`src/rtl/mips_mem_responder.sv`:
```
// Memory-side responder for the single-cycle Mips core.
// It provides instruction and data memory. It also holds an output-port
// register and a free-running cycle counter, both memory-mapped.
// A byte-serial loader fills instruction memory after reset. Until the
// program is loaded, cpu_hold keeps the core in reset.
//
// Loader handshake: a byte moves on a posedge where load_valid & load_ready.
// load_valid and load_byte/load_last are driven by the source and may change
// only after an accepting edge. load_ready depends only on FSM state and reset.
module mips_mem_responder #(
  parameter int          IMEM_WORDS = 64,
  parameter int          DMEM_WORDS = 64,
  parameter logic [31:0] IO_ADDR    = 32'hFFFF_FFF0,
  parameter logic [31:0] CNT_ADDR   = 32'hFFFF_FFF4
) (
  input  logic        clk,
  input  logic        reset,
  input  logic [31:0] pc,
  output logic [31:0] instr,
  input  logic        memwrite,
  input  logic [31:0] aluout,
  input  logic [31:0] writedata,
  output logic [31:0] readdata,
  input  logic        load_valid,
  input  logic [7:0]  load_byte,
  input  logic        load_last,
  output logic        load_ready,
  output logic        cpu_hold,
  output logic [31:0] io_out,
  output logic [31:0] cycles
);

  localparam int          IA         = (IMEM_WORDS > 1) ? $clog2(IMEM_WORDS) : 1;
  localparam int          DA         = (DMEM_WORDS > 1) ? $clog2(DMEM_WORDS) : 1;
  localparam logic [31:0] IMEM_BYTES = 32'(4 * IMEM_WORDS);
  localparam logic [31:0] DMEM_BYTES = 32'(4 * DMEM_WORDS);
  localparam logic [IA-1:0] LAST_SLOT = IA'(IMEM_WORDS - 1);

  // LOAD: loader owns instruction memory and the core is held.
  // RUN: the core executes. Only reset leaves RUN.
  typedef enum logic {LOAD = 1'b0, RUN = 1'b1} state_t;

  state_t        state, state_nx;
  logic [IA-1:0] word_ptr, word_ptr_nx;
  logic [1:0]    byte_cnt, byte_cnt_nx;
  logic [31:0]   shift, shift_nx;
  logic [31:0]   assembled;
  logic          byte_accept;
  logic          imem_we;

  logic [31:0] imem [IMEM_WORDS];
  logic [31:0] dmem [DMEM_WORDS];

  logic [31:0] aluout_w;
  logic        hit_io, hit_cnt, hit_dmem;
  logic        store_en;

  assign load_ready  = (state == LOAD) & ~reset;
  assign cpu_hold    = (state == LOAD);
  assign byte_accept = load_valid & load_ready;

  // Insert the incoming byte into the partial word, big-endian (first byte on top)
  always_comb begin
    assembled = shift;
    case (byte_cnt)
      2'd0:    assembled[31:24] = load_byte;
      2'd1:    assembled[23:16] = load_byte;
      2'd2:    assembled[15:8]  = load_byte;
      default: assembled[7:0]   = load_byte;
    endcase
  end

  // Loader next-state: pack bytes, write completed/final words, move to RUN
  always_comb begin
    state_nx    = state;
    word_ptr_nx = word_ptr;
    byte_cnt_nx = byte_cnt;
    shift_nx    = shift;
    imem_we     = 1'b0;
    if (state == LOAD && byte_accept) begin
      byte_cnt_nx = byte_cnt + 2'd1;
      shift_nx    = assembled;
      if (byte_cnt == 2'd3 || load_last) begin
        // A final partial word is written with its unfilled low bytes still zero
        imem_we  = 1'b1;
        shift_nx = 32'h0;
      end
      if (byte_cnt == 2'd3) begin
        word_ptr_nx = word_ptr + IA'(1);
      end
      // Filling the last slot ends the load even without load_last
      if (load_last || (byte_cnt == 2'd3 && word_ptr == LAST_SLOT)) begin
        state_nx = RUN;
      end
    end
  end

  // Loader state registers
  always_ff @(posedge clk or posedge reset) begin
    if (reset) begin
      state    <= LOAD;
      word_ptr <= '0;
      byte_cnt <= 2'd0;
      shift    <= 32'h0;
    end else begin
      state    <= state_nx;
      word_ptr <= word_ptr_nx;
      byte_cnt <= byte_cnt_nx;
      shift    <= shift_nx;
    end
  end

  // Instruction memory write port (loader only, not reset)
  always_ff @(posedge clk) begin
    if (imem_we) imem[word_ptr] <= assembled;
  end

  // Instruction fetch. Out-of-range pc returns zero and pc[1:0] is ignored.
  always_comb begin
    instr = 32'h0;
    if (pc < IMEM_BYTES) instr = imem[pc[IA+1:2]];
  end

  // Data-side address decode on the word-aligned address
  assign aluout_w = {aluout[31:2], 2'b00};
  assign hit_io   = (aluout_w == {IO_ADDR[31:2], 2'b00});
  assign hit_cnt  = (aluout_w == {CNT_ADDR[31:2], 2'b00});
  assign hit_dmem = (aluout < DMEM_BYTES);
  assign store_en = memwrite & ~cpu_hold;

  // Load data mux. The mapped registers take priority over dmem.
  always_comb begin
    readdata = 32'h0;
    if (hit_io)        readdata = io_out;
    else if (hit_cnt)  readdata = cycles;
    else if (hit_dmem) readdata = dmem[aluout[DA+1:2]];
  end

  // Data memory store port (not reset, so unwritten words read X)
  always_ff @(posedge clk) begin
    if (store_en && hit_dmem && !hit_io && !hit_cnt) dmem[aluout[DA+1:2]] <= writedata;
  end

  // Memory-mapped registers. A counter store overrides the RUN increment.
  always_ff @(posedge clk or posedge reset) begin
    if (reset) begin
      io_out <= 32'h0;
      cycles <= 32'h0;
    end else begin
      if (store_en && hit_io) io_out <= writedata;
      if (store_en && hit_cnt)  cycles <= writedata;
      else if (state == RUN)    cycles <= cycles + 32'd1;
    end
  end

endmodule

```
`config.mk`:
```
export PLATFORM = sky130hd
export DESIGN_NAME = mips_mem_responder
export DESIGN_NICKNAME = d
export VERILOG_FILES = /design/src/rtl/mips_mem_responder.sv
export SDC_FILE = /design/constraint.sdc
export NUM_CORES = 2
export LEC_CHECK = 0
export ABC_CLOCK_PERIOD_IN_PS = 8200
export BUFFER_PORTS_ARGS = -buffer_cell sky130_fd_sc_hd__buf_2
export CAP_MARGIN = 40
export CORE_MARGIN = 5
export CORE_UTILIZATION = 45
export DETAILED_ROUTE_END_ITERATION = 12
export HOLD_SLACK_MARGIN = 0.06
export PLACE_DENSITY_LB_ADDON = 0.1
export SLEW_MARGIN = 20
export SYNTH_ARGS = -nofsm -noshare
export SYNTH_HDL_FRONTEND = slang
export SYNTH_SLANG_ARGS = --single-unit
```
`constraint.sdc`:
```
create_clock -name clk -period 8.2 [get_ports clk]
set_clock_uncertainty 0.15 [all_clocks]
set_input_delay 0.82 -clock clk [delete_from_list [all_inputs] [get_ports clk]]
set_output_delay 0.82 -clock clk [all_outputs]
set_load 0.005 [all_outputs]
```
==> reports/metrics.yaml <==
floorplanning:
  die_area_sq_um: 373900
  die_w_um: 611.5
  start_util: 0.4525
  io_pins: 239
  core.rowCount: 220
  chipHeight_um: 611.5
  core_area_sq_um: 359800
worst_setup_path:
  required_ns: 7.23
  crit_chain: "buf_8 -> buf_4 -> nand2b_2 -> buf_4 -> o22ai_1 -> o21ai_1 -> o2111ai_1 -> a2111o_1 -> o22ai_1 -> buf_2"
  cp_slowest_cell: "nand2b_2"
  cp-start-kind: "primary input"
  path_class: "in2out"
  max_stage_delay_ns: 0.73
  crit_arrival_ns: 5.03
  reg2reg_to: "imem[24][15]$_DFFE_PP_"
  r2r_cells: 8
  r2r_slack_ns: 4.42
  endpoint_kind: "output pin"
  crit_fanout: 62
  r2r-start: "state$_DFFE_PP0P_"
global_routing:
  grt_pass1_wl_mm: 703.5
  grt_pass1_vias: 86110
  met3_usage: 0.04232
  grt_max_degree: 101
  grt_overflow_total: 0
  top_usage_layer: "met2"
  use_met2: 0.4393
  groute.usage.overall: 0.2687
  use_met1: 0.3609
  antenna_found_initial: 40
timing:
  rsz0062_at_grt: "false"
  fin_crit_sh: 0.7318
  setup_violations: 0
  finalHoldViolCount: 0
  max_freq_mhz: 166.6
  tns_ns: 0
  tightest_slew_ns: 1.148
  hold_ws_ns: 0.09572
  fin_ws_ns: 2.199
  finalCriticalPeriod_ns: 6.001
  drv_slew: 0
  max_slew_margin: 0.2348
hold_path:
  min_from: "writedata[15]"
  whs_endpoint: "dmem[58][15]$_DFFE_PP_"
  hp-class: "in2reg"
  hold_depth: 2
yosys:
  syn_inst: 8058
  ys.flop_type: "edfxtp_1"
  async_flop_share: 0.02499
  syn-cell-area_sq_um: 162800
  ys_seq_area_frac: 0.7717
  synth_fp_nets: 8173
  ys_types: 80
  synth_warnings: 0
  syn_avg_cell_area_sq_um: 20.20
  ys_seq_elements: 4201
  synth_edf_count: 4096
power:
  p_per_area_nw_per_um2: 257.4
  leakagePower_nw: 60.00
  p_total_mw: 48.08
  peakVddDrop_uv: 205.2
clock_network:
  postCtsSetupRepairBufs: 0
  cts.sinks: 4201
  cts_buffers: 438
  cts_resized: 0
  clk_latency_ns: 0.97
  cts-root-buf: "clkbuf_16"
  cts_tree: "done"
  cts_buffer_depth: 4
  htree_levels: 5
  cts.clk_slew.worst_paths_ns: 0.06
  ctsHoldBuffers: 3
place:
  hpwl_mm: 295.3
  dp_slack_ns: 2.367
  place_congestion: 0.8744
  port_buffers: 234
routing:
  firstDrtPassIters: 6
  wl_per_cell_um: 36.97
  num_vias: 87460
  avgViaCountPerCell: 6.327
  drt-initial-drc-count: 10620
  drc_errors: 0
  detail-route-antenna-nets: 0
  drt_wl_total_mm: 511.1
layout:
  drive_gt1_frac: 0.2672
  syn_to_final_growth_pct: 14.74
  final_cell_mix: "edfxtp_1 (4,096), mux4_2 (682), clkbuf_16 (444)"
  final_util: 0.5192
  layout.nets: 8779
  final_common_cell: "edfxtp_1"
status:
  outcome: "finished, final reports clean"
run:
  maxCapViolCount: 0
[routing by layer]
layer	part of all wire	vias to the layer above	routed length (um)
li1	-	35260	-
met5	0.000092	-	47
met3	0.078	895	40000
met1	0.38	47060	196700
met4	0.051	6	26040
met2	0.49	4238	248300
[power by group]
group | internal (mW) | switching (mW) | total, mW
Combinational | 0.933 | 2.84 | 3.77
Clock | 11.3 | 8.31 | 19.6
Sequential | 24.7 | 0.0698 | 24.7
Total | 36.9 | 11.2 | 48.1
[synth_stat cells, types with 80 or more instances]
master | number | area share
mux4_2 | 682 | 0.094
nand3_1 | 83 | 0.0026
buf_2 | 162 | 0.0050
nand2_1 | 220 | 0.0051
o221ai_1 | 267 | 0.014
edfxtp_1 | 4096 | 0.76
o22ai_1 | 251 | 0.0096
o21ai_0 | 131 | 0.0040
nor2_1 | 278 | 0.0064
clkbuf_1 | 177 | 0.0041
mux2i_1 | 272 | 0.017
a21oi_1 | 186 | 0.0057
dfrtp_1 | 105 | 0.016
buf_4 | 80 | 0.0037
a22oi_1 | 166 | 0.0077
mux2_2 | 224 | 0.015
[logic make-up (layout without fill, tap and decap cells)]
| logic type | count (synthesis) | count (layout) | share of synthesized area |
|---|---|---|---|
| buffers and inverters | 553 | 1527 | 0.01935 |
| xor gates and xnor gates | 7 | 7 | 0.0003766 |
| adders and majority gates | 6 | 6 | 0.0004612 |
| other | 0 | 17 | 0 |
| DFF | 4201 | 4201 | 0.7717 |
| muxes | 1178 | 1178 | 0.1266 |
| and+or+nand+nor | 773 | 773 | 0.02190 |
| AOI/OAI and AO/OA | 1340 | 1340 | 0.05963 |
[worst max-delay path: cells and delay by family]
family	cells	cell delay (ns)
simple gates	1	0.73
compound gates	5	1.81
buf+inv	4	1.51
[flip-flops by register name (all words and copies together) (netlist names)]
register / count
byte_cnt: 2
io_out: 32
imem: 2048
word_ptr: 6
state: 1
cycles: 32
dmem: 2048
shift: 32
[how the worst max path moves through the flow]
stage | end | startpoint | cells after the start | slack (ns)
after global placement | readdata[3] | aluout[4] | 9 | 1.51
after global routing | readdata[17] | aluout[3] | 9 | 2.24
after CTS | readdata[17] | aluout[3] | 9 | 2.36
after detailed placement | readdata[17] | aluout[3] | 9 | 2.37
final | readdata[14] | aluout[4] | 10 | 2.20
after floorplan | dmem[0][0]$_DFFE_PP_ | aluout[27] | 7 | 4.04
[cell type report]
cell class              instances  area [sq um]
inverters                      24         110.1
fillers                     28530        173000
diodes                         17         42.54
multi-input cells            3304         35150
flip-flops and latches       4201        125600
clock inverters               249          2449
well taps                    4773          5972
repair buffers                695          5794
clock buffers                 559         11630
[through the flow]
step,instances,area (sq um)
after floorplan,8058,162800
final,13820,186800
after global placement,12900,171100
after detailed placement,12970,172200
after CTS,13780,186300
after global routing,13810,186800
(Power assumes the default switching activity.)
